===== config.mk =====
export PLATFORM = sky130hd
export DESIGN_NAME = line_endpoint_gen
export DESIGN_NICKNAME = d
export VERILOG_FILES = /design/src/rtl/line_endpoint_gen.sv
export SDC_FILE = /design/constraint.sdc
export NUM_CORES = 2
export LEC_CHECK = 0
export ABC_AREA = 0
export CAP_MARGIN = 20
export CORE_UTILIZATION = 45
export DETAILED_ROUTE_END_ITERATION = 12
export PLACE_DENSITY = 0.74
export SLEW_MARGIN = 30
export SYNTH_ARGS = -nofsm -noshare
export SYNTH_HDL_FRONTEND = slang
export SYNTH_SLANG_ARGS = --single-unit
export TNS_END_PERCENT = 5

===== constraint.sdc =====
create_clock -name clk -period 12.1 [get_ports clk]
set_input_delay 1.815 -clock clk [delete_from_list [all_inputs] [get_ports clk]]
set_output_delay 1.815 -clock clk [all_outputs]
set_load 0.05 [all_outputs]

===== src/rtl/line_endpoint_gen.sv =====
// Converts one Hough peak (rho, CORDIC sin/cos) into a lane segment (x0,Y_TOP)-(x1,Y_BOT)
// using a single shared restoring divider, one quotient bit per cycle.
module line_endpoint_gen #(
  parameter int unsigned IMG_W   = 1280,
  parameter int unsigned Y_TOP   = 360,
  parameter int unsigned Y_BOT   = 719,
  parameter int unsigned COS_MIN = 256
) (
  input  logic        clk,
  input  logic        rst_n,
  input  logic        in_vld,
  output logic        in_rdy,
  input  logic        interest_part,
  input  logic [27:0] rho,
  input  logic [31:0] sin,
  input  logic [31:0] cos,
  output logic        out_vld,
  output logic [11:0] x0,
  output logic [11:0] x1,
  output logic [11:0] y0,
  output logic [11:0] y1,
  output logic [1:0]  out_clip,
  output logic        out_err
);

  typedef enum logic [2:0] {StIdle, StLoad, StDiv0, StDiv1, StOut} state_e;

  state_e      state_q, state_d;
  logic        ip_q, ip_d;
  logic [27:0] rho_q, rho_d;
  logic [31:0] sin_q, sin_d, cos_q, cos_d;
  logic [31:0] den_q, den_d;
  logic [31:0] rem_q, rem_d;
  logic [43:0] num_q, num_d;
  logic [43:0] n1_q, n1_d;
  logic [43:0] q0_q, q0_d;
  logic        neg0_q, neg0_d, neg1_q, neg1_d;
  logic        err_q, err_d;
  logic [5:0]  cnt_q, cnt_d;
  logic        out_vld_q, out_vld_d;
  logic [11:0] x0_q, x0_d, x1_q, x1_d, y0_q, y0_d, y1_q, y1_d;
  logic [1:0]  clip_q, clip_d;
  logic        out_err_q, out_err_d;

  logic [31:0]        cos_abs;
  logic signed [44:0] a_s, sin_ext, y_top_s, y_bot_s, b0, b1, n0, n1;
  logic [43:0]        n0_mag, n1_mag, num_step;
  logic [32:0]        rem_sh;
  logic [31:0]        rem_nx;
  logic               ge;
  logic [12:0]        c0, c1;

  // Returns {clip, x}: negative quotients clamp to 0, large ones to IMG_W-1.
  function automatic logic [12:0] clamp_x(input logic [43:0] q, input logic neg);
    logic [12:0] r;
    if (neg && (q != 44'd0)) begin
      r = {1'b1, 12'd0};
    end else if (q > 44'(IMG_W - 1)) begin
      r = {1'b1, 12'(IMG_W - 1)};
    end else begin
      r = {1'b0, q[11:0]};
    end
    return r;
  endfunction

  always_comb begin
    cos_abs = cos_q[31] ? (~cos_q + 32'd1) : cos_q;
    a_s     = $signed({1'b0, rho_q, 16'd0});
    sin_ext = $signed({{13{sin_q[31]}}, sin_q});
    y_top_s = $signed(45'(Y_TOP));
    y_bot_s = $signed(45'(Y_BOT));
    b0      = y_top_s * sin_ext;
    b1      = y_bot_s * sin_ext;
    n0      = ip_q ? (a_s - b0) : (b0 - a_s);
    n1      = ip_q ? (a_s - b1) : (b1 - a_s);
    n0_mag  = n0[44] ? (~n0[43:0] + 44'd1) : n0[43:0];
    n1_mag  = n1[44] ? (~n1[43:0] + 44'd1) : n1[43:0];

    // Quotient bits shift into num_q from the LSB as dividend bits leave the MSB.
    rem_sh   = {rem_q, num_q[43]};
    ge       = rem_sh >= {1'b0, den_q};
    rem_nx   = ge ? 32'(rem_sh - {1'b0, den_q}) : rem_sh[31:0];
    num_step = {num_q[42:0], ge};
    c0       = clamp_x(q0_q, neg0_q);
    c1       = clamp_x(num_step, neg1_q);
  end

  always_comb begin
    state_d   = state_q;
    ip_d      = ip_q;
    rho_d     = rho_q;
    sin_d     = sin_q;
    cos_d     = cos_q;
    den_d     = den_q;
    rem_d     = rem_q;
    num_d     = num_q;
    n1_d      = n1_q;
    q0_d      = q0_q;
    neg0_d    = neg0_q;
    neg1_d    = neg1_q;
    err_d     = err_q;
    cnt_d     = cnt_q;
    out_vld_d = 1'b0;
    x0_d      = x0_q;
    x1_d      = x1_q;
    y0_d      = y0_q;
    y1_d      = y1_q;
    clip_d    = clip_q;
    out_err_d = out_err_q;
    unique case (state_q)
      StIdle: begin
        if (in_vld) begin
          ip_d    = interest_part;
          rho_d   = rho;
          sin_d   = sin;
          cos_d   = cos;
          state_d = StLoad;
        end
      end
      StLoad: begin
        den_d   = cos_abs;
        err_d   = cos_abs < COS_MIN;
        num_d   = n0_mag;
        n1_d    = n1_mag;
        neg0_d  = n0[44];
        neg1_d  = n1[44];
        rem_d   = 32'd0;
        cnt_d   = 6'd0;
        state_d = StDiv0;
      end
      StDiv0: begin
        rem_d = rem_nx;
        num_d = num_step;
        cnt_d = cnt_q + 6'd1;
        if (cnt_q == 6'd43) begin
          q0_d    = num_step;
          num_d   = n1_q;
          rem_d   = 32'd0;
          cnt_d   = 6'd0;
          state_d = StDiv1;
        end
      end
      StDiv1: begin
        rem_d = rem_nx;
        num_d = num_step;
        cnt_d = cnt_q + 6'd1;
        if (cnt_q == 6'd43) begin
          state_d   = StOut;
          out_vld_d = 1'b1;
          x0_d      = err_q ? 12'd0 : c0[11:0];
          x1_d      = err_q ? 12'd0 : c1[11:0];
          clip_d    = err_q ? 2'b00 : {c1[12], c0[12]};
          out_err_d = err_q;
          y0_d      = 12'(Y_TOP);
          y1_d      = 12'(Y_BOT);
        end
      end
      StOut:   state_d = StIdle;
      default: state_d = StIdle;
    endcase
  end

  always_ff @(posedge clk or negedge rst_n) begin
    if (!rst_n) begin
      state_q   <= StIdle;
      ip_q      <= 1'b0;
      rho_q     <= '0;
      sin_q     <= '0;
      cos_q     <= '0;
      den_q     <= '0;
      rem_q     <= '0;
      num_q     <= '0;
      n1_q      <= '0;
      q0_q      <= '0;
      neg0_q    <= 1'b0;
      neg1_q    <= 1'b0;
      err_q     <= 1'b0;
      cnt_q     <= '0;
      out_vld_q <= 1'b0;
      x0_q      <= '0;
      x1_q      <= '0;
      y0_q      <= '0;
      y1_q      <= '0;
      clip_q    <= '0;
      out_err_q <= 1'b0;
    end else begin
      state_q   <= state_d;
      ip_q      <= ip_d;
      rho_q     <= rho_d;
      sin_q     <= sin_d;
      cos_q     <= cos_d;
      den_q     <= den_d;
      rem_q     <= rem_d;
      num_q     <= num_d;
      n1_q      <= n1_d;
      q0_q      <= q0_d;
      neg0_q    <= neg0_d;
      neg1_q    <= neg1_d;
      err_q     <= err_d;
      cnt_q     <= cnt_d;
      out_vld_q <= out_vld_d;
      x0_q      <= x0_d;
      x1_q      <= x1_d;
      y0_q      <= y0_d;
      y1_q      <= y1_d;
      clip_q    <= clip_d;
      out_err_q <= out_err_d;
    end
  end

  assign in_rdy   = (state_q == StIdle);
  assign out_vld  = out_vld_q;
  assign x0       = x0_q;
  assign x1       = x1_q;
  assign y0       = y0_q;
  assign y1       = y1_q;
  assign out_clip = clip_q;
  assign out_err  = out_err_q;

endmodule


Word-level counts from Yosys, hierarchy flattened
Index checks and enable logic that the tools add are counted.

Bits in latches: 0. Memory bits (writable): 0. Logic and storage cells: 81. Memories: 0. Input bits: 96. Bits in read-only memories: 0. Flip-flop bits (word level): 331.

Equal/unequal tests: 7. Magnitude comparators: 4. Reductions and logical operators: 10. Bitwise operators: 3. Shifts and indexed selects: 0. Add/subtract/negate cells: 9. Div/mod/pow operators: 0. Multipliers: 2. Mux-type cells: 25.

Operator list (number): 44-bit two-way mux (3); 44-bit case mux with 3 select lines (1); 32-bit two-way mux (3); 32-bit case mux with 3 select lines (1); 45-bit two-way mux (2); 44-bit by 1-bit adder with 44-bit output, second input constant (2); 44-bit by 11-bit > comparator with 1-bit output, second input constant (2); 44-bit inverter (2); 44-bit nonzero test (2); 13-bit two-way mux (4); 42-bit by 45-bit subtractor with 45-bit output (1); 43-bit by 45-bit subtractor with 45-bit output (1); 45-bit by 42-bit subtractor with 45-bit output (1); 45-bit by 43-bit subtractor with 45-bit output (1); 11-bit by 32-bit multiplier with 43-bit output, first input constant (1); 7-bit by 32-bit multiplier with 39-bit output, first input constant (1); 33-bit by 32-bit greater-or-equal comparator with 1-bit output (1); 32-bit by 1-bit adder with 32-bit output, second input constant (1); 32-bit by 9-bit < comparator with 1-bit output, second input constant (1); 32-bit inverter (1); 32-bit subtractor (1); 12-bit two-way mux (2); 6-bit case mux with 3 select lines (1); 3-bit case mux with 4 select lines (1); 14 further kinds (23).

Depth between registers and ports, before layout
Depth in word-level cells: 7. Mapped depth: 40. Depth with buffers taken out: 38.

Worst setup path before layout
Ideal clock, no wire load.

Path type: register -> register. Start: register sin_q[7]. End: register n1_q[42]. Arrival time: 8.676 ns. Cell stages (with the launch flop): 38. Period minus slack after synthesis: 8.745 ns. Path slack: 3.355 ns. Setup time: 0.069 ns. Cell sequence: dfrtp_1 ha_1 xor2_1 ha_1 inv_1 fa_1 inv_1 fa_1 inv_1 fa_1 inv_1 ha_1 clkbuf_1 a21oi_1 o21ai_0 a21oi_1 o21ai_0 a21oi_1 [... 2 more ...] a41o_1 a21oi_1 o21ai_0 xor2_1 ha_1 clkbuf_1 nand2_1 nor2_1 nand2_1 nor3_1 a21oi_1 a211oi_1 xnor2_1 o211ai_1 or2_2 or4_1 or4_1 nand3_1.

Cells in the longest elaborated chain, start to end: 6.

Ends and longest elaborated chain: from (decl) (line 31) `logic [31:0] sin_q, sin_d, cos_q, cos_d;`; from (signal assigned) (line 190) `sin_q <= sin_d;`; 11-bit by 32-bit multiplier with 43-bit output (*) (line 73) `b1 = y_bot_s * sin_ext;`; 43-bit by 45-bit subtractor with 45-bit output or 45-bit by 43-bit subtractor with 45-bit output (tied branches) (line 75) `n1 = ip_q ? (a_s - b1) : (b1 - a_s);`; 45-bit two-way mux (*) (line 75); 44-bit inverter (line 77) `n1_mag = n1[44] ? (~n1[43:0] + 44'd1) : n1[43:0];`; 44-bit by 1-bit adder with 44-bit output (line 77); 44-bit two-way mux (*) (line 77); to (signal assigned) (line 195) `n1_q <= n1_d;`; to (decl) (line 35) `logic [43:0] n1_q, n1_d;`.

Mark *: on every way between the ends. The rest lies on a longest branch, timed or not. A chain may end at the register's enable or synchronous reset.

Worst setup path after layout
Start: register sin_q[0]. End: register n1_q[42].

Same word-level chain as after synthesis.

==> flow_metrics.env <==
export IMPL_drv_slew=0
export IMPL_grt_pass1_vias=31500
export IMPL_ctsResizeCount=0
export IMPL_synthDistinctLibCells=93
export IMPL_gp_congestion=0.989
export IMPL_synth_top_family_by_area="adder cells"
export IMPL_vias=32900
export IMPL_min_path_type="flip-flop to flip-flop"
export IMPL_ctsLongestPathBuffers=3
export IMPL_hold_violations=0
export IMPL_synthesis_area_um2=37000
export IMPL_ys_ff_latch=330
export IMPL_syn_avg_cell_area_um2=8.20
export IMPL_first_iter_violations=2911
export IMPL_synth_edff_count=0
export IMPL_max_freq_mhz=95.9
export IMPL_reg2reg_from="sin_q[0]$_DFFE_PN0P_"
export IMPL_start_util_pct=45.7
export IMPL_io_buffers=135
export IMPL_synth_xor_area_share_pct=6.98
export IMPL_maxCapViolCount=0
export IMPL_final_antenna_net_count=0
export IMPL_cp_end_kind="flip-flop"
export IMPL_met2_usage_pct=43.9
export IMPL_cts_hold_buf=0
export IMPL_post_cts_buffers=0
export IMPL_async_flop_share_pct=100
export IMPL_synth_area_mux_share_pct=3.46
export IMPL_fin_skew_ns=0.0405
export IMPL_setup_viol=0
export IMPL_synth_fa_ha_area_share_pct=22.3
export IMPL_status="finished clean"
export IMPL_antennaDiodeCount=0
export IMPL_cp_max_fo=15
export IMPL_rsz0062_at_grt="false"
export IMPL_min_path_cells=2
export IMPL_place_area_um2=39100
export IMPL_cp_data_arrival_time_ns=10.96
export IMPL_wl_um=114000
export IMPL_whs_endpoint="out_err$_DFFE_PN0P_"
export IMPL_synth_compound_area_share_pct=21.5
export IMPL_die_area_um2=83400
export IMPL_worst_pin_slew_ns=1.03
export IMPL_synth_cells=4511
export IMPL_crit_path_top_delay_cell="dfrtp_1"
export IMPL_drc=0
export IMPL_cts_tree="done"
export IMPL_die_h_um=289
export IMPL_cts_max_level=2
export IMPL_antenna_found_initial=0
export IMPL_grt_use_total_pct=27.1
export IMPL_yosys_most_used_dff="dfrtp_1"
export IMPL_worstPathRequired_ns=12.63
export IMPL_fin_nets=5148
export IMPL_clkLatencyLatePin_ns=0.62
export IMPL_cts_clk_slew_worst_paths_ns=0.06
export IMPL_cp_start_kind="flip-flop"
export IMPL_stdcell_area_um2=40600
export IMPL_rows=104
export IMPL_r2r_end="n1_q[42]$_DFFE_PN0P_"
export IMPL_cts_root_buffer_cell="clkbuf_16"
export IMPL_grt_util_met3_pct=3.62
export IMPL_top_usage_layer="met2"
export IMPL_clock_sinks=330
export IMPL_grt_pass1_wl_um=178000
export IMPL_hpwl_um=90500
export IMPL_wl_per_cell_um=20.3
export IMPL_synthSimpleGateAreaFrac_pct=15.7
export IMPL_setup_tns_ns=0
export IMPL_n_fill_cell=7730
export IMPL_avgViaCountPerCell=5.87
export IMPL_worst_path_most_repeated_cell="a21o_1"
export IMPL_grt_use_met1_pct=37.7
export IMPL_finalCritPeriodShare_pct=86.2
export IMPL_r2r_setup_slack_ns=1.67
export IMPL_area_delta_synth_final_pct=9.79
export IMPL_slew_headroom_pct=31.4
export IMPL_cts_made_buffers=42
export IMPL_boundaryPins=149
export IMPL_grt_max_degree=157
export IMPL_critPathMaxStageDelay_ns=0.72
export IMPL_hold_start="out_err$_DFFE_PN0P_"
export IMPL_first_pass_iters=6
export IMPL_layout_min_cycle_time_ns=10.43
export IMPL_synth_seq_area_share_pct=22.3
export IMPL_whs_ns=0.477
export IMPL_chipWidth_um=289
export IMPL_r2r_cells=36
export IMPL_synth_warnings=0
export IMPL_path_class="flip-flop to flip-flop"
export IMPL_gr_total_overflow=0
export IMPL_coreArea_um2=80900
export IMPL_drive_gt1_share_pct=5.30
[routing by layer]
layer,up-vias,part of all wire (%)
met4,0,3.1
met1,15900,45
met5,-,0
met3,197,6.0
li1,15700,-
met2,1115,45
[worst max path at each step]
| stage | startpoint | slack, ns | cells past startpoint | to |
|---|---|---|---|---|
| 4_1_cts | sin_q[0]$_DFFE_PN0P_ | 1.89 | 34 | n1_q[42]$_DFFE_PN0P_ |
| 2_1_floorplan | sin_q[7]$_DFFE_PN0P_ | 3.35 | 37 | n1_q[42]$_DFFE_PN0P_ |
| 3_3_place_gp | sin_q[7]$_DFFE_PN0P_ | 2.04 | 32 | n1_q[42]$_DFFE_PN0P_ |
| 6_report | sin_q[0]$_DFFE_PN0P_ | 1.67 | 36 | n1_q[42]$_DFFE_PN0P_ |
| 5_1_grt | sin_q[7]$_DFFE_PN0P_ | 1.18 | 35 | n1_q[42]$_DFFE_PN0P_ |
| 3_5_place_dp | sin_q[0]$_DFFE_PN0P_ | 1.95 | 36 | n1_q[42]$_DFFE_PN0P_ |
[synth_stat cells (all sizes together) (14+ instances only)]
cell / n / area, um2
o211ai: 39 / 293
mux2: 80 / 901
and2: 21 / 131
a21o: 96 / 721
ha: 342 / 4280
and3: 26 / 163
nor4: 49 / 313
a31oi: 73 / 457
nor2b: 24 / 150
nand3: 71 / 355
o21a: 37 / 278
nor3: 78 / 395
o31ai: 38 / 285
clkbuf: 173 / 651
a21oi: 341 / 1710
nand4: 64 / 400
inv: 520 / 1950
nor2: 236 / 893
o21bai: 55 / 413
o21ai: 388 / 1940
mux2i: 38 / 380
or3: 46 / 293
xor2: 142 / 1250
or2: 19 / 119
buf: 48 / 284
nand2b: 29 / 181
a211oi: 31 / 248
dfrtp: 330 / 8260
fa: 198 / 3960
nor3b: 14 / 105
xnor2: 147 / 1290
nand2: 478 / 1800
or4: 15 / 113
[metrics by stage]
stage / cells / utilization [%] / setup slack (ns)
after CTS: 5602 / 50.1 / 1.89
after detailed placement: 5526 / 48.3 / 1.95
after global placement: 5526 / 48.3 / 2.04
final: 5604 / 50.2 / 1.67
after global routing: 5604 / 50.2 / 1.18
after floorplan: 4523 / - / 3.35
[cell families after synthesis]
group	count (synthesis)
AOI/OAI and AO/OA	1280
xor gates and xnor gates	291
other	1
adders and majority gates	540
and+or+nand+nor	1209
DFF	330
buffers and inverters	742
muxes	118
[final cells by class]
type / count / area [um2] / area share (%)
clock inverters: 21 / 327 / 0.804
inverters: 521 / 1960 / 4.81
well taps: 1060 / 1330 / 3.26
flip-flops and latches: 330 / 8260 / 20.3
repair buffers: 166 / 1650 / 4.05
multi-input cells: 3451 / 26000 / 63.9
clock buffers: 55 / 1150 / 2.83
[registers in the layout (all words and copies together) (netlist names), 2 cells and up]
name	cells
cnt_q	6
rho_q	28
cos_q	32
x1	12
rem_q	32
num_q	44
den_q	32
n1_q	44
x0	12
state_q	3
sin_q	32
out_clip	2
q0_q	44
[cell usage in the layout (no fill, tap or decap), drive strengths merged, types with 78 or more instances in the layout]
master,netlist,final
o21ai,388,388
clkdlybuf4s50,0,134
xnor2,147,147
mux2,80,80
a21o,96,96
fa,198,198
nor3,78,78
ha,342,342
nand2,478,478
dfrtp,330,330
inv,520,526
a21oi,341,341
xor2,142,142
nor2,236,236
[critical path: cells and delay by family (launching register included)]
kind / cells / cell delay [ns]
compound gates: 17 / 3.74
fa+ha+maj: 7 / 3.02
simple gates: 6 / 1.93
flops: 1 / 0.72
xor+xnor: 2 / 0.70
buf+inv: 4 / 0.23
Power is left out: the tool's default activity adds up to more than one toggle a clock period on the data nets, which glitch-free logic cannot reach.
